==> src/rtl/cpu_pkg.sv <==
// Shared defaults for the ID-stage scoreboard and its forwarding muxes.
// Forwarding buses pack source i at bits [i*W +: W]; source 0 is the youngest stage.
package cpu_pkg;
  localparam int NREG = 32;
  localparam int AW   = 5;
  localparam int DW   = 32;
  localparam int NFWD = 3;
  localparam int CW   = 2;

  typedef enum logic [1:0] {
    SRC_ZERO = 2'd0,
    SRC_FWD  = 2'd1,
    SRC_RF   = 2'd2
  } op_src_e;
endpackage

==> src/rtl/sb_fwd_mux.sv <==
// Resolves one source operand: youngest matching forward source wins, otherwise
// the register file, blocking when the chosen value is not yet available.
module sb_fwd_mux
  import cpu_pkg::*;
#(
  parameter int AW   = cpu_pkg::AW,
  parameter int DW   = cpu_pkg::DW,
  parameter int NFWD = cpu_pkg::NFWD
) (
  input  logic [AW-1:0]      src,
  input  logic               used,
  input  logic               pending_nz,
  input  logic [DW-1:0]      rf_rdata,
  input  logic [NFWD-1:0]    fwd_valid,
  input  logic [NFWD*AW-1:0] fwd_addr,
  input  logic [NFWD*DW-1:0] fwd_data,
  input  logic [NFWD-1:0]    fwd_data_ok,
  output logic [DW-1:0]      value,
  output logic               blocked
);
  logic [NFWD-1:0] hit;
  logic [DW-1:0]   sel_data;
  logic            sel_ok;
  op_src_e         sel;

  generate
    for (genvar gi = 0; gi < NFWD; gi++) begin : g_hit
      assign hit[gi] = fwd_valid[gi] && (fwd_addr[gi*AW +: AW] == src);
    end
  endgenerate

  // Scan oldest to youngest so the lowest matching index is the one that sticks.
  always_comb begin
    sel_data = '0;
    sel_ok   = 1'b0;
    for (int i = NFWD - 1; i >= 0; i--) begin
      if (hit[i]) begin
        sel_data = fwd_data[i*DW +: DW];
        sel_ok   = fwd_data_ok[i];
      end
    end
  end

  always_comb begin
    if (src == '0)  sel = SRC_ZERO;
    else if (|hit)  sel = SRC_FWD;
    else            sel = SRC_RF;
  end

  always_comb begin
    value   = '0;
    blocked = 1'b0;
    unique case (sel)
      SRC_FWD: begin
        value   = sel_data;
        blocked = used && !sel_ok;
      end
      SRC_RF: begin
        value   = rf_rdata;
        blocked = used && pending_nz;
      end
      default: ;
    endcase
  end
endmodule

==> src/rtl/id_scoreboard.sv <==
// ID-stage scoreboard: per-register pending-writer counters plus operand
// forwarding, producing a same-cycle stall/issue decision.
module id_scoreboard
  import cpu_pkg::*;
#(
  parameter int NREG = cpu_pkg::NREG,
  parameter int AW   = cpu_pkg::AW,
  parameter int DW   = cpu_pkg::DW,
  parameter int NFWD = cpu_pkg::NFWD,
  parameter int CW   = cpu_pkg::CW
) (
  input  logic               clk,
  input  logic               rst,
  input  logic               id_valid,
  input  logic [AW-1:0]      id_rs1,
  input  logic [AW-1:0]      id_rs2,
  input  logic               id_rs1_used,
  input  logic               id_rs2_used,
  input  logic [AW-1:0]      id_dest,
  input  logic               id_gr_we,
  input  logic               ex_allowin,
  input  logic [DW-1:0]      rf_rdata1,
  input  logic [DW-1:0]      rf_rdata2,
  input  logic [NFWD-1:0]    fwd_valid,
  input  logic [NFWD*AW-1:0] fwd_addr,
  input  logic [NFWD*DW-1:0] fwd_data,
  input  logic [NFWD-1:0]    fwd_data_ok,
  input  logic               wb_valid,
  input  logic [AW-1:0]      wb_addr,
  input  logic               sb_clear,
  output logic               stall,
  output logic               issue_fire,
  output logic [DW-1:0]      rs1_value,
  output logic [DW-1:0]      rs2_value,
  output logic               sb_full,
  output logic               sb_err
);
  localparam logic [CW-1:0] CNT_MAX = '1;

  logic [1:0]    rst_sync_reg;
  logic          rst_int_n;
  logic [CW-1:0] pend_reg [NREG];
  logic          sb_err_reg;
  logic          blk1, blk2;
  logic          inc_en, dec_en, hold_en, underflow;
  logic [NREG-1:1] inc_hit, dec_hit, hold_hit;

  // Assert immediately, release two edges after rst rises.
  always_ff @(posedge clk or negedge rst) begin
    if (!rst) rst_sync_reg <= '0;
    else      rst_sync_reg <= {rst_sync_reg[0], 1'b1};
  end
  assign rst_int_n = rst_sync_reg[1];

  sb_fwd_mux #(.AW(AW), .DW(DW), .NFWD(NFWD)) u_mux_rs1 (
    .src(id_rs1), .used(id_rs1_used), .pending_nz(pend_reg[id_rs1] != '0),
    .rf_rdata(rf_rdata1), .fwd_valid(fwd_valid), .fwd_addr(fwd_addr),
    .fwd_data(fwd_data), .fwd_data_ok(fwd_data_ok), .value(rs1_value), .blocked(blk1)
  );

  sb_fwd_mux #(.AW(AW), .DW(DW), .NFWD(NFWD)) u_mux_rs2 (
    .src(id_rs2), .used(id_rs2_used), .pending_nz(pend_reg[id_rs2] != '0),
    .rf_rdata(rf_rdata2), .fwd_valid(fwd_valid), .fwd_addr(fwd_addr),
    .fwd_data(fwd_data), .fwd_data_ok(fwd_data_ok), .value(rs2_value), .blocked(blk2)
  );

  assign sb_full    = id_gr_we && (id_dest != '0) && (pend_reg[id_dest] == CNT_MAX);
  assign stall      = id_valid && (blk1 || blk2 || sb_full);
  assign issue_fire = id_valid && ex_allowin && !stall;

  assign inc_en    = issue_fire && id_gr_we && (id_dest != '0);
  assign dec_en    = wb_valid && (wb_addr != '0) && (pend_reg[wb_addr] != '0);
  assign underflow = wb_valid && (wb_addr != '0) && (pend_reg[wb_addr] == '0);
  // A writer held back only by saturation still cancels a same-register retire.
  assign hold_en   = id_valid && id_gr_we && (id_dest != '0) && (issue_fire || sb_full);

  generate
    for (genvar gi = 1; gi < NREG; gi++) begin : g_hit
      assign inc_hit[gi]  = inc_en  && (id_dest == AW'(gi));
      assign dec_hit[gi]  = dec_en  && (wb_addr == AW'(gi));
      assign hold_hit[gi] = hold_en && (id_dest == AW'(gi));
    end
  endgenerate

  always_ff @(posedge clk or negedge rst_int_n) begin
    if (!rst_int_n) begin
      for (int i = 0; i < NREG; i++) pend_reg[i] <= '0;
      sb_err_reg <= 1'b0;
    end else begin
      if (underflow) sb_err_reg <= 1'b1;
      for (int i = 1; i < NREG; i++) begin
        if (sb_clear)                       pend_reg[i] <= '0;
        else if (dec_hit[i] && hold_hit[i]) pend_reg[i] <= pend_reg[i];
        else if (inc_hit[i])                pend_reg[i] <= pend_reg[i] + 1'b1;
        else if (dec_hit[i])                pend_reg[i] <= pend_reg[i] - 1'b1;
      end
    end
  end

  assign sb_err = sb_err_reg;
endmodule

==> config.mk <==
export PLATFORM = sky130hd
export DESIGN_NAME = id_scoreboard
export DESIGN_NICKNAME = d
export VERILOG_FILES = /design/src/rtl/cpu_pkg.sv /design/src/rtl/sb_fwd_mux.sv /design/src/rtl/id_scoreboard.sv
export SDC_FILE = /design/constraint.sdc
export NUM_CORES = 1
export LEC_CHECK = 0
export CAP_MARGIN = 20
export CORE_UTILIZATION = 47
export DETAILED_ROUTE_END_ITERATION = 8
export PLACE_DENSITY = 0.91
export REMOVE_ABC_BUFFERS = 1
export SLEW_MARGIN = 10
export SYNTH_ARGS = -nofsm -noshare
export SYNTH_HDL_FRONTEND = slang
export SYNTH_SLANG_ARGS = --single-unit
==> constraint.sdc <==
create_clock -name clk -period 4.3 [get_ports clk]
set_input_delay 0.86 -clock clk [delete_from_list [all_inputs] [get_ports clk]]
set_output_delay 0.86 -clock clk [all_outputs]
set_load 0.02 [all_outputs]
After elaboration in Yosys (flattened, before gate mapping)
Index checks and enable logic that the tools add are counted.
- register bits: 65
- input bits: 210
- word-level logic and storage cells: 588
- add/subtract/negate cells: 62
- $lt $le $gt $ge: 4
- equality and inequality tests: 104
- mux-type cells: 156
- bitwise operators: 4
- reduce and logical (&&, ||, !) cells: 225
- operators by type and width (operator ; number):
    $mux W2 ; 136
    $mux W32 ; 6
    $eq A5 B5 Y1 const B ; 32
    $logic_and A1 B1 Y1 ; 147
    $pmux W32 S2 ; 2
    $reduce_bool A3 Y1 ; 31
    $eq A5 B4 Y1 const B ; 16
    $add A2 B1 Y2 const B ; 31
    $ne A2 B2 Y1 const B ; 31
    $reduce_and A2 Y1 ; 31
    $sub A2 B1 Y2 const B ; 31
    $bmux W2 S5 ; 4
    $eq A5 B3 Y1 const B ; 8
    $eq A5 B5 Y1 ; 6
    $ge A6 B6 Y1 const B ; 4
    $not A5 Y6 ; 4
    $eq A5 B2 Y1 const B ; 4
    $eq A5 B1 Y1 const B ; 2
    $logic_not A5 Y1 ; 2
    $reduce_bool A5 Y1 ; 2
    $eq A2 B2 Y1 const B ; 3
    $mux W1 ; 6
    $reduce_bool A2 Y1 ; 3
    $reduce_or A3 Y1 ; 2
    other kinds (5) ; 11

Depth between registers and ports, before layout
Gate-level depths: netlist of run 1.
- depth in word-level cells: 19
- mapped depth: 15

Modules after synthesis
Synthesis of run 1 repeated with hierarchy kept, for this count alone.
- cells, all modules: 1048
- area total of the unflattened synthesis: 8729.6 um2
- modules (own cells, without submodules) (module ; instances ; cells each ; area an instance (um2)):
    id_scoreboard ; 1 ; 674 ; 5791.8
    sb_fwd_mux ; 2 ; 187 ; 1468.9

Worst setup path before layout of run 1
OpenSTA, ideal clock, no wires.
- kind: input port to output port
- from: in id_rs2[2]
- to: out issue_fire
- arrival time: 3.241 ns
- required time: 3.440 ns
- path slack: 0.199 ns
- stages: 12
- path buffers: 5
- path through: buf_2 > xor2_1 > nor4_1 > and3_1 > buf_2 > nor4_2 > nor3b_2 > o221ai_2 > buf_6 > buf_6 > buf_4 > nor3_1
- word-level cells in the longest chain between the ends: 13
- elaborated cells between the ends (all ways): 29
- ends and longest elaborated chain (what ; RTL line ; source):
    from (decl) ; id_scoreboard.sv:16 ; input logic [AW-1:0] id_rs2,
    parallel branches: the longest is 7 deep, another holds $not A5 Y6 ; - ;
    $pmux W1 S2 * ; sb_fwd_mux.sv:53 ; unique case (sel)
    $logic_or A1 B1 Y1 * (2 in a row) ; id_scoreboard.sv:68 ; assign stall = id_valid && (blk1 || blk2 || sb_full);
    $logic_and A1 B1 Y1 * ; id_scoreboard.sv:68 ;
    $logic_not A1 Y1 * ; id_scoreboard.sv:69 ; assign issue_fire = id_valid && ex_allowin && !stall;
    $logic_and A1 B1 Y1 * ; id_scoreboard.sv:69 ;
    to (decl) ; id_scoreboard.sv:32 ; output logic issue_fire,
Mark *: on every way between the ends. The select of a mux whose other input is x is not followed.

Worst setup path in the final report of run 1
- from: in fwd_addr[7]
- to: out rs2_value[20]
- word-level cells in the longest chain between the ends: 7
- elaborated cells between the ends (all ways): 10
- ends and longest elaborated chain (what ; RTL line ; source):
    from (decl) ; id_scoreboard.sv:25 ; input logic [NFWD*AW-1:0] fwd_addr,
    $eq A5 B5 Y1 * ; sb_fwd_mux.sv:28 ; assign hit[gi] = fwd_valid[gi] && (fwd_addr[gi*AW +: AW] == src);
    $logic_and A1 B1 Y1 * ; sb_fwd_mux.sv:28 ;
    $reduce_or A3 Y1 ; sb_fwd_mux.sv:46 ; else if (|hit) sel = SRC_FWD;
    $mux W2 ; sb_fwd_mux.sv:46 ;
    $mux W2 ; sb_fwd_mux.sv:45 ; if (src == '0) sel = SRC_ZERO;
    $eq A2 B2 Y1 / $eq A2 B1 Y1 (equally long branches) ; sb_fwd_mux.sv:53 ;
    $pmux W32 S2 * ; sb_fwd_mux.sv:53 ;
    to (decl) ; id_scoreboard.sv:34 ; output logic [DW-1:0] rs2_value,
Every way passes the cells marked *; elsewhere a longest branch is shown, timed or not.

==> results of run 1 <==
per-stage QoR:
step                hold WS, ns   util
finish                    0.362  0.761
global route              0.369  0.761
CTS                       0.369  0.755
detailed placement        0.356  0.724
global placement          0.343  0.724
floorplan                 0.331      -
worst max-delay path, delay by kind of cell:
| family | cells | cell delay [ns] |
|---|---|---|
| xor gates and xnor gates | 1 | 0.20 |
| AOI/OAI and AO/OA | 3 | 0.54 |
| buffers and inverters | 5 | 1.25 |
| and+or+nand+nor | 2 | 0.51 |
cells by family (layout without fill, tap and decap cells):
family,after synthesis,in the layout,synth area share
XOR/XNOR,80,80,0.0874
AO/OA/AOI/OAI,344,344,0.303
other,1,2,0.000468
flip-flops,65,65,0.203
buffers and inverters,113,487,0.0588
multiplexers,47,47,0.103
AND/OR/NAND/NOR,398,398,0.245
power groups by stage:
stage | registers [mW] | clock network (mW) | logic, mW
after floorplan | 0.644 | 0 | 0.321
after global placement | 0.637 | 0 | 0.891
after detailed placement | 0.638 | 0 | 0.897
after CTS | 0.627 | 0.817 | 0.885
after global routing | 0.628 | 0.847 | 0.958
final | 0.628 | 0.809 | 0.923
how the worst max path moves through the flow:
stage | depth (start not counted) | endpoint | from | slack, ns
5_1_grt | 11 | rs2_value[20] | fwd_addr[14] | -0.03
6_report | 11 | rs2_value[20] | fwd_addr[7] | 0.06
2_1_floorplan | 7 | issue_fire | fwd_addr[2] | -1.36
3_5_place_dp | 11 | rs2_value[17] | id_rs2[0] | -0.84
3_3_place_gp | 12 | rs2_value[20] | id_rs2[2] | -0.83
4_1_cts | 10 | rs1_value[13] | id_rs1[3] | 0.001
cell type report:
cell class	instances	area (um^2)
Inverter	19	71.3
Antenna cell	1	2.50
Multi-Input combinational cell	870	6080
Timing Repair Buffer	452	4270
Tap cell	220	275
Clock buffer	10	239
Fill cell	1200	3980
Sequential cell	65	1630
Clock inverter	6	90.1
repair_timing:
| item | CTS | global route |
|---|---|---|
| pin swaps | 10 | 11 |
| buffers inserted | 10 | 7 |
| gates cloned | 2 | 1 |
| setup endpoints to repair | 68 | 59 |
| resized for setup | 140 | 46 |
| hold buffers | 0 | 0 |
placed cells by master (no fill, tap or decap), types with 14 or more instances in the layout:
cell	netlist	routed
xor2_1	51	50
nand3_1	41	41
or3_1	14	14
mux2i_1	15	14
xnor2_1	29	29
buf_12	0	18
dlygate4sd2_1	0	45
a21oi_1	35	35
and3_1	20	16
o21ai_0	82	68
mux4_2	28	28
clkdlybuf4s50_1	0	192
a22o_1	64	64
a22oi_1	65	65
dfrtp_1	65	64
nand2b_1	16	16
nor3_1	34	33
nor2_1	100	97
buf_4	1	154
nand2_1	99	99
layer usage:
layer,global-route usage,up-vias,share of wire
met2,0.694,950,0.43
met3,0.128,222,0.14
met4,0.199,4,0.059
met1,0.584,5031,0.37
met5,0,-,0.00074
li1,-,4692,-
==> impl_results.html, run 1 <==
<table>
<tr><th>Metric</th><th>Value</th></tr>
<tr><th colspan="2">Outcome</th></tr>
<tr><td>Run status</td><td>complete, no violations</td></tr>
<tr><th colspan="2">Setup path</th></tr>
<tr><td>CP cell instances</td><td>clkdlybuf4s50_1, xor2_1, nor4_1, buf_4, and3_4, buf_12, a22oi_1, buf_4, o21ai_4, a22o_1, clkdlybuf4s15_2</td></tr>
<tr><td>Reg2reg setup slack</td><td>0.46 ns</td></tr>
<tr><td>Critical path fanouts, max</td><td>24</td></tr>
<tr><td>Startpoint class of the critical path</td><td>input pin</td></tr>
<tr><td>Slowest cell delay on critical path</td><td>0.49 ns</td></tr>
<tr><td>CP most frequent cell</td><td>buf_4</td></tr>
<tr><td>Reg-to-reg endpoint</td><td>pend_reg[56]$_DFFE_PN0P_</td></tr>
<tr><td>Critical Path End Type</td><td>primary output</td></tr>
<tr><td>Arr. time, crit path</td><td>3.38 ns</td></tr>
<tr><td>Worst Reg-to-Reg Cells</td><td>12</td></tr>
<tr><td>Path type of the worst setup path</td><td>input pin to primary output</td></tr>
<tr><td>Startpoint of the lowest-slack register-to-register path</td><td>pend_reg[4]$_DFFE_PN0P_</td></tr>
<tr><td>Cell with the biggest individual delay on the critical path</td><td>clkdlybuf4s50_1</td></tr>
<tr><td>Data required, critical path</td><td>3.44 ns</td></tr>
<tr><th colspan="2">Power</th></tr>
<tr><td>Leakage</td><td>5.14 nW</td></tr>
<tr><td>Share of total power in combinational logic</td><td>0.391</td></tr>
<tr><td>Total power</td><td>2.36 mW</td></tr>
<tr><td>IR Drop Worst-Case VDD</td><td>0.197 mV</td></tr>
<tr><td>Cell Pwr Density</td><td>186 mW/mm^2</td></tr>
<tr><td>Cell internal power dissipation</td><td>1.59 mW</td></tr>
<tr><td>Switching part of the total power</td><td>0.326</td></tr>
<tr><td>Net switching power</td><td>0.770 mW</td></tr>
<tr><td>Share of power burned in registers</td><td>0.266</td></tr>
<tr><td>Clock network fraction of total power</td><td>0.343</td></tr>
<tr><th colspan="2">Hold path</th></tr>
<tr><td>Hold Path Class</td><td>register to register</td></tr>
<tr><td>Worst Hold Endpoint</td><td>rst_sync_reg[1]$_DFF_PN0_</td></tr>
<tr><td>Launch instance of the worst min-delay path</td><td>rst_sync_reg[0]$_DFF_PN0_</td></tr>
<tr><td>Hold Crit Depth</td><td>0</td></tr>
<tr><th colspan="2">Clocking</th></tr>
<tr><td>Clock tree from TritonCTS</td><td>built</td></tr>
<tr><td>Worst skew pair latency</td><td>0.34 ns</td></tr>
<tr><td>Number of levels the H-tree was split into</td><td>3</td></tr>
<tr><td>Number of buffers on the longest clock path</td><td>2</td></tr>
<tr><td>Number of clock sinks seen by CTS</td><td>65</td></tr>
<tr><td>Clock transition at path regs</td><td>0.06 ns</td></tr>
<tr><td>Clock tree root buffer cell</td><td>clkbuf_16</td></tr>
<tr><td>Number of buffers created by CTS</td><td>9</td></tr>
<tr><th colspan="2">Yosys</th></tr>
<tr><td>Fraction of registers with async set/reset</td><td>1.00</td></tr>
<tr><td>Yosys reg bits</td><td>65</td></tr>
<tr><td>Biggest area contributors in the synthesized netlist</td><td>dfrtp_1 (20%), mux4_2 (7.9%), a22o_1 (7.0%), a22oi_1 (6.1%), xor2_1 (5.6%)</td></tr>
<tr><td>Cell type contributing the most total cell area after synthesis</td><td>dfrtp_1</td></tr>
<tr><td>Area fraction of the dominant cell type after synthesis</td><td>0.203</td></tr>
<tr><td>Synthesis warning total</td><td>2</td></tr>
<tr><td>Leading cell type by number of instances after synthesis</td><td>nor2_1</td></tr>
<tr><td>Post-synth EDFFs</td><td>0</td></tr>
<tr><td>Synth cell count leaders</td><td>nor2_1 (100), nand2_1 (99), o21ai_0 (82), clkbuf_1 (68)</td></tr>
<tr><td>Commonest register cell after synthesis</td><td>dfrtp_1</td></tr>
<tr><td>Summed instance area of the synthesized netlist</td><td>0.00802 mm^2</td></tr>
<tr><td>Seq/Total Area, Yosys</td><td>0.203</td></tr>
<tr><td>Distinct cell type count of the synthesized netlist</td><td>75</td></tr>
<tr><td>Average footprint of a synthesized cell</td><td>7.65 um^2</td></tr>
<tr><td>Gate count of the mapped netlist</td><td>1048</td></tr>
<tr><th colspan="2">Drt</th></tr>
<tr><td>Count of routing violations after the opening detailed-route iteration</td><td>1555</td></tr>
<tr><td>Post-detailed-route count of antenna-violating nets</td><td>0</td></tr>
<tr><td>DRC</td><td>0</td></tr>
<tr><td>Mean number of vias per cell</td><td>6.63</td></tr>
<tr><td>DRT Pass-1 Iters</td><td>8</td></tr>
<tr><td>Total wirelength of the detailed-routed design</td><td>40.8 mm</td></tr>
<tr><td>Detailed-route via count</td><td>10900</td></tr>
<tr><td>WL per Instance</td><td>24.8 um</td></tr>
<tr><th colspan="2">Timing</th></tr>
<tr><td>Final hold vios</td><td>0</td></tr>
<tr><td>Setup Viol. Count Final</td><td>0</td></tr>
<tr><td>Setup_tns</td><td>0 ns</td></tr>
<tr><td>Actual slew at the worst max-slew pin</td><td>0.972 ns</td></tr>
<tr><td>Share of the cycle needed by the critical path after routing</td><td>0.986</td></tr>
<tr><td>Number of max-slew violations in the final report</td><td>0</td></tr>
<tr><td>Final worst setup slack</td><td>0.0586 ns</td></tr>
<tr><td>Relative slew margins</td><td>0.350</td></tr>
<tr><td>Clock skew after layout</td><td>0.00667 ns</td></tr>
<tr><td>Minimum clock period</td><td>4.24 ns</td></tr>
<tr><td>Maximum operating frequency</td><td>236 MHz</td></tr>
<tr><th colspan="2">GRT</th></tr>
<tr><td>Global-route wire length before repair</td><td>60.2 mm</td></tr>
<tr><td>Number of antenna violations at the first check in global routing</td><td>3</td></tr>
<tr><td>Global-route usage over all layers</td><td>0.450</td></tr>
<tr><td>Pin count of the biggest net entering global routing</td><td>64</td></tr>
<tr><td>Number of global-route vias before repair</td><td>10300</td></tr>
<tr><td>Sum of overflow across all layers after global routing</td><td>0</td></tr>
<tr><th colspan="2">Run</th></tr>
<tr><td>Maximum Capacitance Violations</td><td>0</td></tr>
<tr><th colspan="2">Layout</th></tr>
<tr><td>Final cell count without fillers</td><td>1643</td></tr>
<tr><td>Synth-to-layout area growth</td><td>57.9%</td></tr>
<tr><td>Final net count</td><td>1627</td></tr>
<tr><td>Flip-flop count of the largest register after layout</td><td>62</td></tr>
<tr><td>Post-Layout Inst Area</td><td>0.0127 mm^2</td></tr>
<tr><td>Layout cell share with drive strength beyond 1</td><td>0.210</td></tr>
<tr><th colspan="2">Placed design</th></tr>
<tr><td>Port Buf Inserts</td><td>277</td></tr>
<tr><td>Detailed placement HPWL</td><td>30.9 mm</td></tr>
<tr><td>Placed inst area</td><td>0.0120 mm^2</td></tr>
<tr><td>Final GP Congestion</td><td>1.04</td></tr>
<tr><td>Total placed cells including tap cells</td><td>1606</td></tr>
<tr><td>Worst-case setup slack after placement</td><td>-0.837 ns</td></tr>
<tr><th colspan="2">Floorplanning</th></tr>
<tr><td>Standard-cell row count</td><td>47</td></tr>
<tr><td>Die H</td><td>133 um</td></tr>
<tr><td>Placeable core region</td><td>0.0166 mm^2</td></tr>
<tr><td>Initial Util</td><td>0.482</td></tr>
<tr><td>Area enclosed by the die boundary</td><td>0.0176 mm^2</td></tr>
<tr><td>Width of the die</td><td>133 um</td></tr>
<tr><td>Number of primary I/O pins</td><td>278</td></tr>
</table>
(Power assumes the default switching activity.)
==> run 2: changes to the inputs <==
- SLEW_MARGIN: 10 -> 40
==> impl_results.html, run 2 (synthesis gave the netlist of run 1 again) <==
<table>
<tr><th>Metric</th><th>Value</th></tr>
<tr><th colspan="2">Setup path</th></tr>
<tr><td>Depth of the critical timing path with buffers and inverters included</td><td>11 (unchanged)</td></tr>
<tr><td>Data required, critical path</td><td>3.44 ns (about the same)</td></tr>
<tr><td>Startpoint class of the critical path</td><td>input pin</td></tr>
<tr><td>Reg-to-reg endpoint</td><td>pend_reg[56]$_DFFE_PN0P_</td></tr>
<tr><td>Buffers &amp; Inverters on Critical Path</td><td>5 (unchanged)</td></tr>
<tr><td>CP cell instances</td><td>clkdlybuf4s50_1, xor2_1, nor4_1, buf_4, and3_4, buf_12, a22oi_1, buf_4, o21ai_4, a22o_1, clkdlybuf4s15_2</td></tr>
<tr><td>Path type of the worst setup path</td><td>input pin to primary output</td></tr>
<tr><td>Worst Reg-to-Reg Cells</td><td>12 (unchanged)</td></tr>
<tr><td>Critical Path Sink</td><td>rs2_value[20]</td></tr>
<tr><td>Launch point of the worst path</td><td>fwd_addr[7]</td></tr>
<tr><td>Critical Path End Type</td><td>primary output</td></tr>
<tr><td>Slowest cell delay on critical path</td><td>0.49 ns (about the same)</td></tr>
<tr><td>Critical path fanouts, max</td><td>24 (unchanged)</td></tr>
<tr><td>Reg2reg setup slack</td><td>0.48 ns (+0.02 ns)</td></tr>
<tr><td>Arr. time, crit path</td><td>3.37 ns (about the same)</td></tr>
<tr><td>Category of cells accounting for the largest share of critical-path delay</td><td>buffers and inverters</td></tr>
<tr><td>Cell with the biggest individual delay on the critical path</td><td>clkdlybuf4s50_1</td></tr>
<tr><td>CP most frequent cell</td><td>buf_4</td></tr>
<tr><td>Startpoint of the lowest-slack register-to-register path</td><td>pend_reg[4]$_DFFE_PN0P_</td></tr>
<tr><th colspan="2">Clocking</th></tr>
<tr><td>Number of buffers on the longest clock path</td><td>2 (unchanged)</td></tr>
<tr><td>Number of levels the H-tree was split into</td><td>3 (unchanged)</td></tr>
<tr><td>Clock transition at path regs</td><td>0.06 ns (about the same)</td></tr>
<tr><td>Hold buffers post-CTS</td><td>0 (unchanged)</td></tr>
<tr><td>Number of clock sinks seen by CTS</td><td>65 (unchanged)</td></tr>
<tr><td>Clock tree root buffer cell</td><td>clkbuf_16</td></tr>
<tr><td>Worst skew pair latency</td><td>0.34 ns (about the same)</td></tr>
<tr><td>Clock tree from TritonCTS</td><td>built</td></tr>
<tr><td>Number of buffers created by CTS</td><td>9 (unchanged)</td></tr>
<tr><th colspan="2">Layout</th></tr>
<tr><td>Most common library cell in the layout ignoring fill and taps</td><td>clkdlybuf4s50_1</td></tr>
<tr><td>Post-Layout Inst Area</td><td>0.0127 mm^2 (about the same)</td></tr>
<tr><td>Synth-to-layout area growth</td><td>58.0% (about the same)</td></tr>
<tr><td>Layout cell share with drive strength beyond 1</td><td>0.211 (+0.000703)</td></tr>
<tr><td>Most frequent cells in the layout</td><td>clkdlybuf4s50_1 (192), buf_4 (153), nand2_1 (99)</td></tr>
<tr><td>Final net count</td><td>1627 (unchanged)</td></tr>
<tr><td>Flip-flop count of the largest register after layout</td><td>62 (unchanged)</td></tr>
<tr><th colspan="2">Timing</th></tr>
<tr><td>Maximum operating frequency</td><td>236 MHz (+0.18%)</td></tr>
<tr><td>Final worst setup slack</td><td>0.0664 ns (+0.00782 ns)</td></tr>
<tr><td>Relative slew margins</td><td>0.374 (+0.0239)</td></tr>
<tr><td>Setup Viol. Count Final</td><td>0 (unchanged)</td></tr>
<tr><td>Worst hold margin</td><td>0.344 ns (-0.0187 ns)</td></tr>
<tr><td>Final hold vios</td><td>0 (unchanged)</td></tr>
<tr><td>Setup_tns</td><td>0 ns (unchanged)</td></tr>
<tr><td>Actual slew at the worst max-slew pin</td><td>0.932 ns (-0.0394 ns)</td></tr>
<tr><td>Clock skew after layout</td><td>0.00618 ns (-0.000493 ns)</td></tr>
<tr><td>Number of max-slew violations in the final report</td><td>0 (unchanged)</td></tr>
<tr><td>Minimum clock period</td><td>4.23 ns (-0.00782 ns)</td></tr>
<tr><td>Share of the cycle needed by the critical path after routing</td><td>0.985 (-0.00182)</td></tr>
<tr><th colspan="2">Floorplanning</th></tr>
<tr><td>Number of primary I/O pins</td><td>278 (unchanged)</td></tr>
<tr><td>Placeable core region</td><td>0.0166 mm^2 (unchanged)</td></tr>
<tr><td>Width of the die</td><td>133 um (unchanged)</td></tr>
<tr><td>Standard-cell row count</td><td>47 (unchanged)</td></tr>
<tr><td>Area enclosed by the die boundary</td><td>0.0176 mm^2 (unchanged)</td></tr>
<tr><td>Initial Util</td><td>0.482 (unchanged)</td></tr>
<tr><td>Die H</td><td>133 um (unchanged)</td></tr>
<tr><th colspan="2">Power</th></tr>
<tr><td>Cell Pwr Density</td><td>187 mW/mm^2 (about the same)</td></tr>
<tr><td>Total power</td><td>2.36 mW (about the same)</td></tr>
<tr><td>Share of power burned in registers</td><td>0.266 (about the same)</td></tr>
<tr><td>Cell internal power dissipation</td><td>1.59 mW (about the same)</td></tr>
<tr><td>Leakage</td><td>5.14 nW (about the same)</td></tr>
<tr><td>Share of total power in combinational logic</td><td>0.391 (about the same)</td></tr>
<tr><td>Switching part of the total power</td><td>0.327 (+0.000459)</td></tr>
<tr><td>Net switching power</td><td>0.771 mW (+0.24%)</td></tr>
<tr><td>IR Drop Worst-Case VDD</td><td>0.196 mV (about the same)</td></tr>
<tr><td>Clock network fraction of total power</td><td>0.343 (about the same)</td></tr>
<tr><th colspan="2">Placed design</th></tr>
<tr><td>Worst-case setup slack after placement</td><td>-0.837 ns (unchanged)</td></tr>
<tr><td>Final GP Congestion</td><td>1.04 (unchanged)</td></tr>
<tr><td>Port Buf Inserts</td><td>277 (unchanged)</td></tr>
<tr><td>Detailed placement HPWL</td><td>30.9 mm (unchanged)</td></tr>
<tr><td>Placed inst area</td><td>0.0120 mm^2 (unchanged)</td></tr>
<tr><th colspan="2">GRT</th></tr>
<tr><td>Number of antenna violations at the first check in global routing</td><td>3 (unchanged)</td></tr>
<tr><td>Number of global-route vias before repair</td><td>10300 (unchanged)</td></tr>
<tr><td>Global-route usage over all layers</td><td>0.450 (unchanged)</td></tr>
<tr><td>Global-route wire length before repair</td><td>60.2 mm (unchanged)</td></tr>
<tr><td>Pin count of the biggest net entering global routing</td><td>64 (unchanged)</td></tr>
<tr><td>Sum of overflow across all layers after global routing</td><td>0 (unchanged)</td></tr>
<tr><th colspan="2">Run</th></tr>
<tr><td>Maximum Capacitance Violations</td><td>0 (unchanged)</td></tr>
<tr><th colspan="2">Outcome</th></tr>
<tr><td>Run status</td><td>complete, no violations</td></tr>
<tr><th colspan="2">Drt</th></tr>
<tr><td>Total wirelength of the detailed-routed design</td><td>40.7 mm (about the same)</td></tr>
<tr><td>Count of routing violations after the opening detailed-route iteration</td><td>1505 (-3.2%)</td></tr>
<tr><td>Post-detailed-route count of antenna-violating nets</td><td>0 (unchanged)</td></tr>
<tr><td>Mean number of vias per cell</td><td>6.63 (-0.10%)</td></tr>
<tr><td>WL per Instance</td><td>24.8 um (about the same)</td></tr>
<tr><td>Detailed-route via count</td><td>10900 (-0.10%)</td></tr>
<tr><td>DRC</td><td>0 (unchanged)</td></tr>
<tr><td>DRT Pass-1 Iters</td><td>7 (-1)</td></tr>
<tr><th colspan="2">Hold path</th></tr>
<tr><td>Hold Path Class</td><td>register to asynchronous set/reset pin</td></tr>
</table>
[run 2: cell count changes in the layout (fill, tap and decap cells not counted)]
cell,change
buf_4,-1
nor2_1,-1
nor2_2,+1
buf_6,+1
[run 2: how the worst min path moves through the flow]
stage,start,to
floorplan,rst_sync_reg[0]$_DFF_PN0_,rst_sync_reg[1]$_DFF_PN0_
global placement,rst_sync_reg[0]$_DFF_PN0_,rst_sync_reg[1]$_DFF_PN0_
detailed placement,rst_sync_reg[0]$_DFF_PN0_,rst_sync_reg[1]$_DFF_PN0_
CTS,rst_sync_reg[0]$_DFF_PN0_,rst_sync_reg[1]$_DFF_PN0_
global route,rst_sync_reg[0]$_DFF_PN0_,rst_sync_reg[1]$_DFF_PN0_
finish,rst_sync_reg[1]$_DFF_PN0_,pend_reg[12]$_DFFE_PN0P_
[run 2: power by group through the flow]
stage,logic (mW),clock network (mW),registers [mW]
after global routing,0.959,0.847,0.628
final,0.923,0.811,0.628
after global placement,0.891,0,0.637
after detailed placement,0.897,0,0.638
after CTS,0.885,0.817,0.627
after floorplan,0.321,0,0.644
[run 2: repair_timing]
action / CTS / global route
gates resized for setup: 140 / 46
endpoints found under the setup margin: 68 / 59
gates cloned: 2 / 1
setup buffers: 10 / 7
pin swaps: 10 / 11
[run 2: cell type report]
type | instances | area (um^2)
Antenna cell | 1 | 2.50
Clock buffer | 10 | 239
Clock inverter | 6 | 90.1
Fill cell | 1197 | 3980
Inverter | 19 | 71.3
Multi-Input combinational cell | 870 | 6080
Sequential cell | 65 | 1630
Tap cell | 220 | 275
Timing Repair Buffer | 452 | 4280
[run 2: routing by layer]
metal | global-route usage | wire length (um)
met5 | 0 | 30
met4 | 0.199 | 2330
met3 | 0.128 | 5770
met2 | 0.694 | 17600
met1 | 0.584 | 15000
[run 2: through the flow]
step,instances,utilization
2_1_floorplan,954,-
3_3_place_gp,1606,0.724
3_5_place_dp,1606,0.724
4_1_cts,1634,0.755
5_1_grt,1642,0.761
6_report,1643,0.761
[run 2: worst register-to-register path, cell delays in order, from the launching register on]
cell	delay [ns]
dfrtp_1	0.42
nor2_1	0.53
mux4_2	0.39
mux2i_1	0.09
o211a_1	0.25
nor3b_4	0.24
o221ai_2	0.22
buf_4	0.32
or4_1	0.61
mux2i_1	0.27
buf_4	0.17
xnor2_1	0.11
nor2_1	0.05
